<file path="src/rtl/i2c_master_ctrl.sv">
`timescale 1ns/1ps
// i2c_master_ctrl: byte-level I2C master sequencer for START, WRITE, READ and STOP commands.
// Latency: 4*CLK_DIV+1 cycles from acceptance to rsp_valid for START/STOP, 36*CLK_DIV+1 for WRITE/READ.
// Backpressure: cmd_ready is high only in IDLE; a command is accepted on cmd_valid && cmd_ready.
//
// Ports:
//   clk, rst              - single rising-edge clock, synchronous active-high reset
//   cmd_valid/cmd_ready   - command handshake
//   cmd_op                - 00 START, 01 WRITE, 10 READ, 11 STOP
//   cmd_wdata             - WRITE byte, sent MSB first
//   cmd_ack_in            - ninth bit driven after a READ byte (0 = ACK, 1 = NACK)
//   rsp_valid             - one-cycle completion pulse
//   rsp_rdata             - byte received by the last READ
//   rsp_nack              - acknowledge bit sampled by the last WRITE (1 = NACK)
//   busy                  - a command is in progress
//   scl_drive, sda_drive  - open-drain controls: 0 pulls the line low, 1 releases it
//   scl_in, sda_in        - resolved bus levels
//
// Optional feature: define I2C_CLK_STRETCH_EN to honour slave clock stretching. The
// quarter counter then freezes during Q1/Q2 while SCL is released but still seen low.
// Without the macro scl_in is ignored and all timing is fixed.

module i2c_master_ctrl #(
  parameter int unsigned CLK_DIV = 4
) (
  input  logic       clk,
  input  logic       rst,
  input  logic       cmd_valid,
  output logic       cmd_ready,
  input  logic [1:0] cmd_op,
  input  logic [7:0] cmd_wdata,
  input  logic       cmd_ack_in,
  output logic       rsp_valid,
  output logic [7:0] rsp_rdata,
  output logic       rsp_nack,
  output logic       busy,
  output logic       scl_drive,
  output logic       sda_drive,
  input  logic       scl_in,
  input  logic       sda_in
);

  typedef enum logic [2:0] {
    ST_IDLE  = 3'd0,
    ST_START = 3'd1,
    ST_WRITE = 3'd2,
    ST_READ  = 3'd3,
    ST_STOP  = 3'd4
  } state_t;

  localparam logic [7:0] QMAX     = 8'(CLK_DIV - 1);
  localparam logic [3:0] LAST_BIT = 4'd8;

  state_t     state, state_n;
  logic [7:0] qcnt, qcnt_n;          // cycle within the current quarter
  logic [1:0] quarter, quarter_n;    // Q0..Q3 within the current bit step
  logic [3:0] bit_idx, bit_idx_n;    // bit step 0..8 for WRITE/READ

  logic [7:0] wdata_q;
  logic       ack_in_q;
  logic [7:0] rx_shift;
  logic       ack_smp;

  logic       scl_n, sda_n;
  logic       accept;
  logic       stall;
  logic       q_last;
  logic       sample;
  logic       done;

  logic [7:0] tx_byte;
  logic       ack_bit;
  logic [2:0] tx_sel;

  assign accept    = cmd_valid && (state == ST_IDLE);
  assign cmd_ready = (state == ST_IDLE);
  assign busy      = (state != ST_IDLE);

`ifdef I2C_CLK_STRETCH_EN
  // A slave holding SCL low while we release it stretches the high phase.
  assign stall = (state != ST_IDLE) && ((quarter == 2'd1) || (quarter == 2'd2)) &&
                 scl_drive && !scl_in;
`else
  logic unused_scl_in;
  assign unused_scl_in = scl_in;
  assign stall         = 1'b0;
`endif

  // Last cycle of a quarter; sampling happens on the last cycle of Q2.
  assign q_last = (qcnt == QMAX) && !stall;
  assign sample = q_last && (quarter == 2'd2);

  // On the acceptance cycle the registered copies are not loaded yet, so the
  // first drive values come straight from the command inputs.
  assign tx_byte = accept ? cmd_wdata  : wdata_q;
  assign ack_bit = accept ? cmd_ack_in : ack_in_q;
  assign tx_sel  = 3'd7 - bit_idx_n[2:0];

  // Next-state, counters and next line drive levels.
  always_comb begin
    state_n   = state;
    qcnt_n    = qcnt;
    quarter_n = quarter;
    bit_idx_n = bit_idx;
    done      = 1'b0;

    if (state == ST_IDLE) begin
      if (accept) begin
        qcnt_n    = 8'd0;
        quarter_n = 2'd0;
        bit_idx_n = 4'd0;
        case (cmd_op)
          2'b00:   state_n = ST_START;
          2'b01:   state_n = ST_WRITE;
          2'b10:   state_n = ST_READ;
          default: state_n = ST_STOP;
        endcase
      end
    end else if (!stall) begin
      if (qcnt != QMAX) begin
        qcnt_n = qcnt + 8'd1;
      end else begin
        qcnt_n = 8'd0;
        if (quarter != 2'd3) begin
          quarter_n = quarter + 2'd1;
        end else begin
          quarter_n = 2'd0;
          if (((state == ST_WRITE) || (state == ST_READ)) && (bit_idx != LAST_BIT)) begin
            bit_idx_n = bit_idx + 4'd1;
          end else begin
            state_n = ST_IDLE;
            done    = 1'b1;
          end
        end
      end
    end

    // Line levels follow the phase we are entering; in IDLE they simply hold.
    scl_n = scl_drive;
    sda_n = sda_drive;
    case (state_n)
      ST_START: begin
        case (quarter_n)
          2'd0:    sda_n = 1'b1;
          2'd1:    scl_n = 1'b1;
          2'd2:    sda_n = 1'b0;
          default: scl_n = 1'b0;
        endcase
      end
      ST_WRITE, ST_READ: begin
        if (bit_idx_n == LAST_BIT) begin
          sda_n = (state_n == ST_WRITE) ? 1'b1 : ack_bit;
        end else begin
          sda_n = (state_n == ST_WRITE) ? tx_byte[tx_sel] : 1'b1;
        end
        scl_n = (quarter_n == 2'd1) || (quarter_n == 2'd2);
      end
      ST_STOP: begin
        case (quarter_n)
          2'd0: begin
            scl_n = 1'b0;
            sda_n = 1'b0;
          end
          2'd1: begin
            scl_n = 1'b1;
            sda_n = 1'b0;
          end
          default: begin
            scl_n = 1'b1;
            sda_n = 1'b1;
          end
        endcase
      end
      default: ;
    endcase
  end

  always_ff @(posedge clk) begin
    if (rst) begin
      state     <= ST_IDLE;
      qcnt      <= 8'd0;
      quarter   <= 2'd0;
      bit_idx   <= 4'd0;
      scl_drive <= 1'b1;
      sda_drive <= 1'b1;
      rsp_valid <= 1'b0;
      rsp_rdata <= 8'h00;
      rsp_nack  <= 1'b0;
      wdata_q   <= 8'h00;
      ack_in_q  <= 1'b0;
      rx_shift  <= 8'h00;
      ack_smp   <= 1'b0;
    end else begin
      state     <= state_n;
      qcnt      <= qcnt_n;
      quarter   <= quarter_n;
      bit_idx   <= bit_idx_n;
      scl_drive <= scl_n;
      sda_drive <= sda_n;
      rsp_valid <= done;

      if (accept) begin
        wdata_q  <= cmd_wdata;
        ack_in_q <= cmd_ack_in;
      end

      if (sample) begin
        if ((state == ST_WRITE) && (bit_idx == LAST_BIT)) begin
          ack_smp <= sda_in;
        end
        if ((state == ST_READ) && (bit_idx != LAST_BIT)) begin
          rx_shift <= {rx_shift[6:0], sda_in};
        end
      end

      // Results are published together with the completion pulse.
      if (done) begin
        case (state)
          ST_READ: begin
            rsp_rdata <= rx_shift;
            rsp_nack  <= 1'b0;
          end
          ST_WRITE: rsp_nack <= ack_smp;
          default:  rsp_nack <= 1'b0;
        endcase
      end
    end
  end

endmodule

</file>
<file path="config.mk">
export PLATFORM = sky130hd
export DESIGN_NAME = i2c_master_ctrl
export DESIGN_NICKNAME = d
export VERILOG_FILES = /design/src/rtl/i2c_master_ctrl.sv
export SDC_FILE = /design/constraint.sdc
export NUM_CORES = 1
export LEC_CHECK = 0
export ABC_CLOCK_PERIOD_IN_PS = 2700
export CAP_MARGIN = 20
export CORE_ASPECT_RATIO = 0.7
export CORE_MARGIN = 1
export CORE_UTILIZATION = 42
export DETAILED_ROUTE_END_ITERATION = 16
export DONT_BUFFER_PORTS = 1
export SETUP_SLACK_MARGIN = 0.15
export SYNTH_ARGS = -nofsm -noshare
export SYNTH_HDL_FRONTEND = slang
export SYNTH_SLANG_ARGS = --single-unit
</file>
<file path="constraint.sdc">
create_clock -name clk -period 2.7 [get_ports clk]
set_input_delay 0.27 -clock clk [delete_from_list [all_inputs] [get_ports clk]]
set_output_delay 0.27 -clock clk [all_outputs]
set_load 0.02 [all_outputs]
</file>
# [After elaboration in Yosys (flattened, before gate mapping)]
# Cells that the tools add are included.
[totals] inputBits=16 ff_bits=47 out_inout_bits=14
[classes] magnitude_cmp=1 n_reduce_logical=20 n_eq_ne=20 add_sub_neg=4 muxes=36
[op_table] operator="8-bit 2-to-1 mux" n=4
[op_table] operator="4-bit 2-to-1 mux" n=5
[op_table] operator="3-bit 2-to-1 mux" n=5
[op_table] operator="3-bit by 2-bit equality test with 1-bit output, second input constant" n=4
[op_table] operator="1-bit 2-to-1 mux" n=12
[op_table] operator="2-bit AND reduction" n=5
[op_table] operator="3-bit case mux with 3 select lines" n=1
[op_table] operator="8-bit by 1-bit adder with 8-bit output, second input constant" n=1
[op_table] operator="4-bit equality test, second input constant" n=2
[op_table] operator="8-bit by 2-bit equality test with 1-bit output, second input constant" n=1
[op_table] operator="2-bit 2-to-1 mux" n=4
[op_table] operator="8-bit by 2-bit inequality test with 1-bit output, second input constant" n=1
[op_table] operator="2-bit equality test, second input constant" n=3
[op_table] operator="1-bit case mux with 3 select lines" n=2
[op_table] operator="3-bit nonzero test" n=2
[op_table] operator="2-bit OR reduction" n=3
[op_table] operator="1-bit logical AND" n=5
[op_table] operator="4-bit by 1-bit adder with 4-bit output, second input constant" n=1
[op_table] operator="2-bit by 1-bit equality test with 1-bit output, second input constant" n=2
[op_table] operator="2-bit zero test" n=2
[op_table] operator="3-bit by 4-bit less-than comparator with 1-bit output, second input constant" n=1
[op_table] operator="2-bit inequality test, second input constant" n=2
[op_table] operator="4-bit inequality test, second input constant" n=1
[op_table] operator="1-bit case mux with 2 select lines" n=2
[op_table] operator="9 further kinds" n=10

# [Logic depth before layout (Yosys ltp)]
# Gate-level depths: netlist (run 1).
[depth] ltp_word=13 depth_mapped=13

# [Worst setup path after synthesis (run 1)]
# Ideal clock, no wire load.
[synth_path] kind="flip-flop to flip-flop" from="reg qcnt[0]" to="reg scl_drive" period_less_slack_ps=2713 required_ps=2580 arrival_ps=2593 path_stages_with_launch=14 slack_ps=-13 path_cell_list="dfxtp_1 -> ha_1 -> nor4b_4 -> and2_1 -> or2_1 -> clkbuf_1 -> nand2_1 -> a21oi_1 -> inv_1 -> ha_1 -> o311ai_1 -> o21ai_1 -> a21oi_1 -> o21ai_1"
[synth_via] elab_chain_cells=7
[synth_rtl] element="start, declared" line="55" source="logic [7:0] qcnt, qcnt_n;"
[synth_rtl] element="start signal, assigned" line="195" source="qcnt <= qcnt_n;"
[synth_rtl] element="8-bit by 2-bit inequality test with 1-bit output *" line="120" source="if (qcnt != QMAX) begin"
[synth_rtl] element="2-bit 2-to-1 mux *" line="120"
[synth_rtl] element="2-bit 2-to-1 mux *" line="107" source="if (state == ST_IDLE) begin"
[synth_rtl] element="net quarter_n[1]" line="56" source="logic [1:0] quarter, quarter_n;"
[synth_rtl] element="2-bit equality test / 2-bit zero test (equally long branches)" line="143, 156, 159"
[synth_rtl] element="2-bit OR reduction (no source line)"
[synth_rtl] element="1-bit case mux with 2 select lines / 2-bit inequality test (equally long branches)"
[synth_rtl] element="1-bit case mux with 3 select lines / 2-bit AND reduction (equally long branches)"
[synth_rtl] element="end signal, assigned" line="198" source="scl_drive <= scl_n;"
[synth_rtl] element="end, declared" line="37" source="output logic scl_drive,"
# Mark *: on every way through the listed nets, which the timed path passes. The rest lies on a longest branch.
# A chain may end at the register's enable or synchronous reset.

# [Final worst setup path (run 1)]
[layout_path] from="reg qcnt[0]" to="reg scl_drive"
[layout_via] elab_chain_cells=7
[layout_rtl] element="8-bit by 2-bit inequality test with 1-bit output *" line="120"
[layout_rtl] element="2-bit 2-to-1 mux / 3-bit 2-to-1 mux (equally long branches)" line="120"
[layout_rtl] element="2-bit 2-to-1 mux / 3-bit 2-to-1 mux (equally long branches)" line="107"
[layout_rtl] element="2-bit equality test, or another cell as far along" line="143, 156"
[layout_rtl] element="2-bit OR reduction, on equally long branches"
[layout_rtl] element="1-bit case mux with 2 select lines, or another cell as far along" line="143" source="case (quarter_n)"
[layout_rtl] element="1-bit case mux with 3 select lines / 2-bit AND reduction (equally long branches)"
# Every way passes the cells marked *; elsewhere a longest branch is shown, timed or not.

==> flow_metrics.py, run 1 <==
metrics = {
    "worst_setup_path": {
        "worst_path_dominant_cell_family": "compound AO/OA/AOI/OAI gates",
        "timing.critical_path.mode_cell": "sky130_fd_sc_hd__o21ai_1",
        "crit_cells": 12,
        "type_of_the_worst_setup_path": "flop to flop",
        "crit_chain": "ha_2 -> nor4b_4 -> and2_4 -> or2_1 -> nand2_1 -> a21oi_2 -> buf_4 -> ha_1 -> o311ai_1 -> o21ai_1 -> a21oi_1 -> o21ai_1",
        "critPathMaxStageDelay_ps": 340,
        "crit_path_max_fanout": 4,
        "cp_startpoint_kind": "flop",
        "timing.critical_path.buf_inv": 1,
        "critical-path-slowest-cell": "sky130_fd_sc_hd__dfxtp_1",
        "cp.required_ps": 2900,
        "critical_path_arrival_ps": 2580,
        "reg2reg_depth": 12,
        "crit_path_end_kind": "flop",
    },
    "logic_synthesis": {
        "synth-seq-cells": 47,
        "synth.distinct_cells": 54,
        "synth_ff_type": "sky130_fd_sc_hd__dfxtp_1",
        "synth_edf_count": 0,
        "yosys.area.top_type": "sky130_fd_sc_hd__dfxtp_1",
        "asyncSetResetFlopFracSynth_pct": 0,
        "synth_top_area_share_pct": 38.90,
        "net_count_after_synthesis": 302,
        "ys_seq_area_share_pct": 38.90,
        "syn-cell-area_mm2": 0.002419,
        "post_synth_main_area_contributors": "sky130_fd_sc_hd__dfxtp_1, sky130_fd_sc_hd__mux2i_1, sky130_fd_sc_hd__nor2_1",
        "syn-mean-instance-area_um2": 8.795,
        "postSynthCellCount": 275,
        "synth_warnings": 0,
    },
    "cts": {
        "cts-root-to-sink-buffers": 2,
        "postCtsHoldBufs": 0,
        "cts_inserted_buffers": 5,
        "clock-root-buffer": "sky130_fd_sc_hd__clkbuf_8",
        "cts_max_level": 2,
        "clkSlewWorstSetupHoldPaths_ps": 90,
        "clock_insertion_delay_worst_skew_ps": 300,
        "clock_sink_count": 47,
        "cts_tree": "built",
    },
    "placement": {
        "hpwlAfterDp_um": 3536,
        "place.port_buffers": 0,
        "dp_worst_setup_slack_ps": 239.6,
        "post_dp_area_mm2": 0.002581,
        "globalplace.congestion": 0.8088,
    },
    "detailed_routing": {
        "vias": 1905,
        "routed_via_density": 5.262,
        "wire_per_inst_um": 13.86,
        "drt_iter0_drcs": 62,
        "drt_first_pass_iters": 4,
        "ant_nets": 0,
        "route.detailed.drc": 0,
        "routed_wl_um": 5018,
    },
    "worst_hold_path": {
        "hold_path_depth": 1,
        "worst_hold_path_type": "input pin to flop",
    },
    "timing": {
        "fin_setup_tns_ps": 0,
        "final_critical_path_setup_slack_ps": 317.0,
        "report.final.slew_viol_count": 0,
        "fin_crit_ps": 2383,
        "fin_crit_sh_pct": 88.26,
        "fin_worst_skew_ps": 7.569,
        "tightest_slew_ps": 480.0,
        "finalHoldViolCount": 0,
        "fmax_ghz": 0.4196,
        "timing.slew.headroom_pct": 68.00,
        "setup_repair_after_global_routing_missed_its_margin": "false",
        "setup-violations-final": 0,
    },
    "finish": {
        "layout.filler_cells": 544,
        "fin_util_pct": 50.46,
        "antennaDiodeCount": 0,
        "flow.area_growth_from_synthesis_pct": 12.57,
        "register_area_um2": 942.2,
        "finish.instance_area_mm2": 0.002723,
        "post_route_cells_drive_above_1_share_pct": 15.86,
        "final_nets": 316,
        "multi_input_area_mm2": 0.001430,
    },
    "die": {
        "dieArea_mm2": 0.006071,
        "num_rows": 22,
        "die_x_um": 92.70,
        "initial_core_util_pct": 44.83,
        "design.core.area_mm2": 0.005395,
        "ports": 30,
        "floorplan.die.height_um": 65.49,
    },
    "grt": {
        "grt_overflow_total": 0,
        "track_usage_pct": 17.98,
        "grt_pass1_wl_um": 8473,
        "first_global_vias": 1714,
        "number_of_antenna_violations_at_the_first_check_in_global_routing": 0,
        "maximum_number_of_pins_on_one_net_before_global_route_repair": 48,
    },
    "pwr": {
        "fin_total_pwr_mw": 1.459,
        "ir_worst_vdd_mv": 0.2822,
        "power.static_leakage_nw": 1.167,
        "cellPowerDensity_mw_per_mm2": 536.0,
    },
    "job": {
        "maxCapViolations": 0,
    },
    "status": {
        "run_status": "finished clean",
    },
}
-- flip-flops by register name (all words and copies together) (netlist names), 2 cells and up --
register   count
state          3
quarter        2
qcnt           8
rx_shift       8
rsp_rdata      8
wdata_q        8
bit_idx        4
-- stage by stage --
step,std cells,hold WS [ps]
6_report,362,21.92
5_1_grt,362,0.06015
4_1_cts,359,15.50
3_5_place_dp,351,347.8
3_3_place_gp,351,345.8
2_1_floorplan,275,406.0
-- layout by cell type, fill, tap and decap left out, types with 2 or more instances in the layout --
cell type	netlist	layout
sky130_fd_sc_hd__a21oi_2	1	3
sky130_fd_sc_hd__a311oi_1	2	2
sky130_fd_sc_hd__a21oi_1	21	19
sky130_fd_sc_hd__nand2_1	30	30
sky130_fd_sc_hd__nand3_1	5	5
sky130_fd_sc_hd__and3_1	3	3
sky130_fd_sc_hd__nor4b_4	2	2
sky130_fd_sc_hd__nand2b_1	4	4
sky130_fd_sc_hd__inv_1	9	9
sky130_fd_sc_hd__a31oi_1	2	2
sky130_fd_sc_hd__clkbuf_8	0	5
sky130_fd_sc_hd__or3_1	2	2
sky130_fd_sc_hd__mux2i_1	24	24
sky130_fd_sc_hd__a32oi_1	2	2
sky130_fd_sc_hd__nor3_1	2	2
sky130_fd_sc_hd__dfxtp_1	47	46
sky130_fd_sc_hd__ha_1	11	10
sky130_fd_sc_hd__nor3b_1	2	2
sky130_fd_sc_hd__o21ai_1	3	3
sky130_fd_sc_hd__buf_4	0	17
sky130_fd_sc_hd__nand3b_1	2	2
sky130_fd_sc_hd__mux2i_4	1	2
sky130_fd_sc_hd__nand4_1	3	3
sky130_fd_sc_hd__nor2_1	50	50
sky130_fd_sc_hd__o311ai_1	2	3
sky130_fd_sc_hd__o21ai_0	6	6
-- layer usage --
metal	share of wire [%]	GRT usage [%]
met3	6.4	5.671
met5	0	0
met1	56	27.93
met2	36	23.15
met4	0.78	4.615
-- layout make-up --
type                    instances  area share [%]
well taps                      72           3.309
inverters                      11           1.517
clock inverters                 3          0.8272
flip-flops and latches         47           34.60
clock buffers                   5           2.528
repair buffers                 17           4.687
multi-input cells             207           52.53
-- where the power goes --
group	leakage (nW)	total, mW	switching [mW]	internal, mW
registers	0.382	0.745	0.0249	0.720
clock network	0.0485	0.445	0.259	0.186
logic	0.737	0.269	0.158	0.111
total	1.17	1.46	0.442	1.02
-- worst paths after layout --
check	from	slack, ps	endpoint
setup / recovery	qcnt[0]$_SDFFE_PP0P_	320	scl_drive$_SDFFE_PP1P_
hold reg to reg	wdata_q[4]$_SDFF_PP0_	450	wdata_q[4]$_SDFF_PP0_
hold / removal	rst	20	bit_idx[0]$_SDFF_PP0_
setup reg to reg	qcnt[0]$_SDFFE_PP0P_	320	scl_drive$_SDFFE_PP1P_
-- cell families (layout without fill, tap and decap cells) --
family	count (synthesis)	count (layout)	synth area share, %
flops	47	47	38.90
fa+ha+maj	11	11	5.691
compound gates	49	49	13.92
mux	27	27	11.90
xor+xnor	1	1	0.6727
simple gates	119	119	25.61
buf+inv	21	36	3.310
-- cells in the mapped netlist (all sizes together) (2+ instances only) --
cell type and number:
a32oi 2, a311oi 2, o21ai 9, nand3b 2
o311ai 3, nor3b 2, nand3 6, nand2b 4
nand4 3, clkbuf 9, a31oi 2, nor2 50
nor4b 3, nor3 2, mux2i 26, or3 2
a21oi 22, dfxtp 47, and3 3, ha 11
inv 10, and2 2, nand2 31
-- timing repair --
action | 4_1_cts | 5_1_grt
setup buffers | 0 | 3
endpoints found under the setup margin | 0 | 2
resized for setup | 0 | 6
Note: power is estimated with default switching activity, not from simulation.
==> run 2, diff against run 1 <==
- SLEW_MARGIN: default -> 0
==> results of run 2 <==
No change in the layout: final DEF, timing and power equal those of run 1.
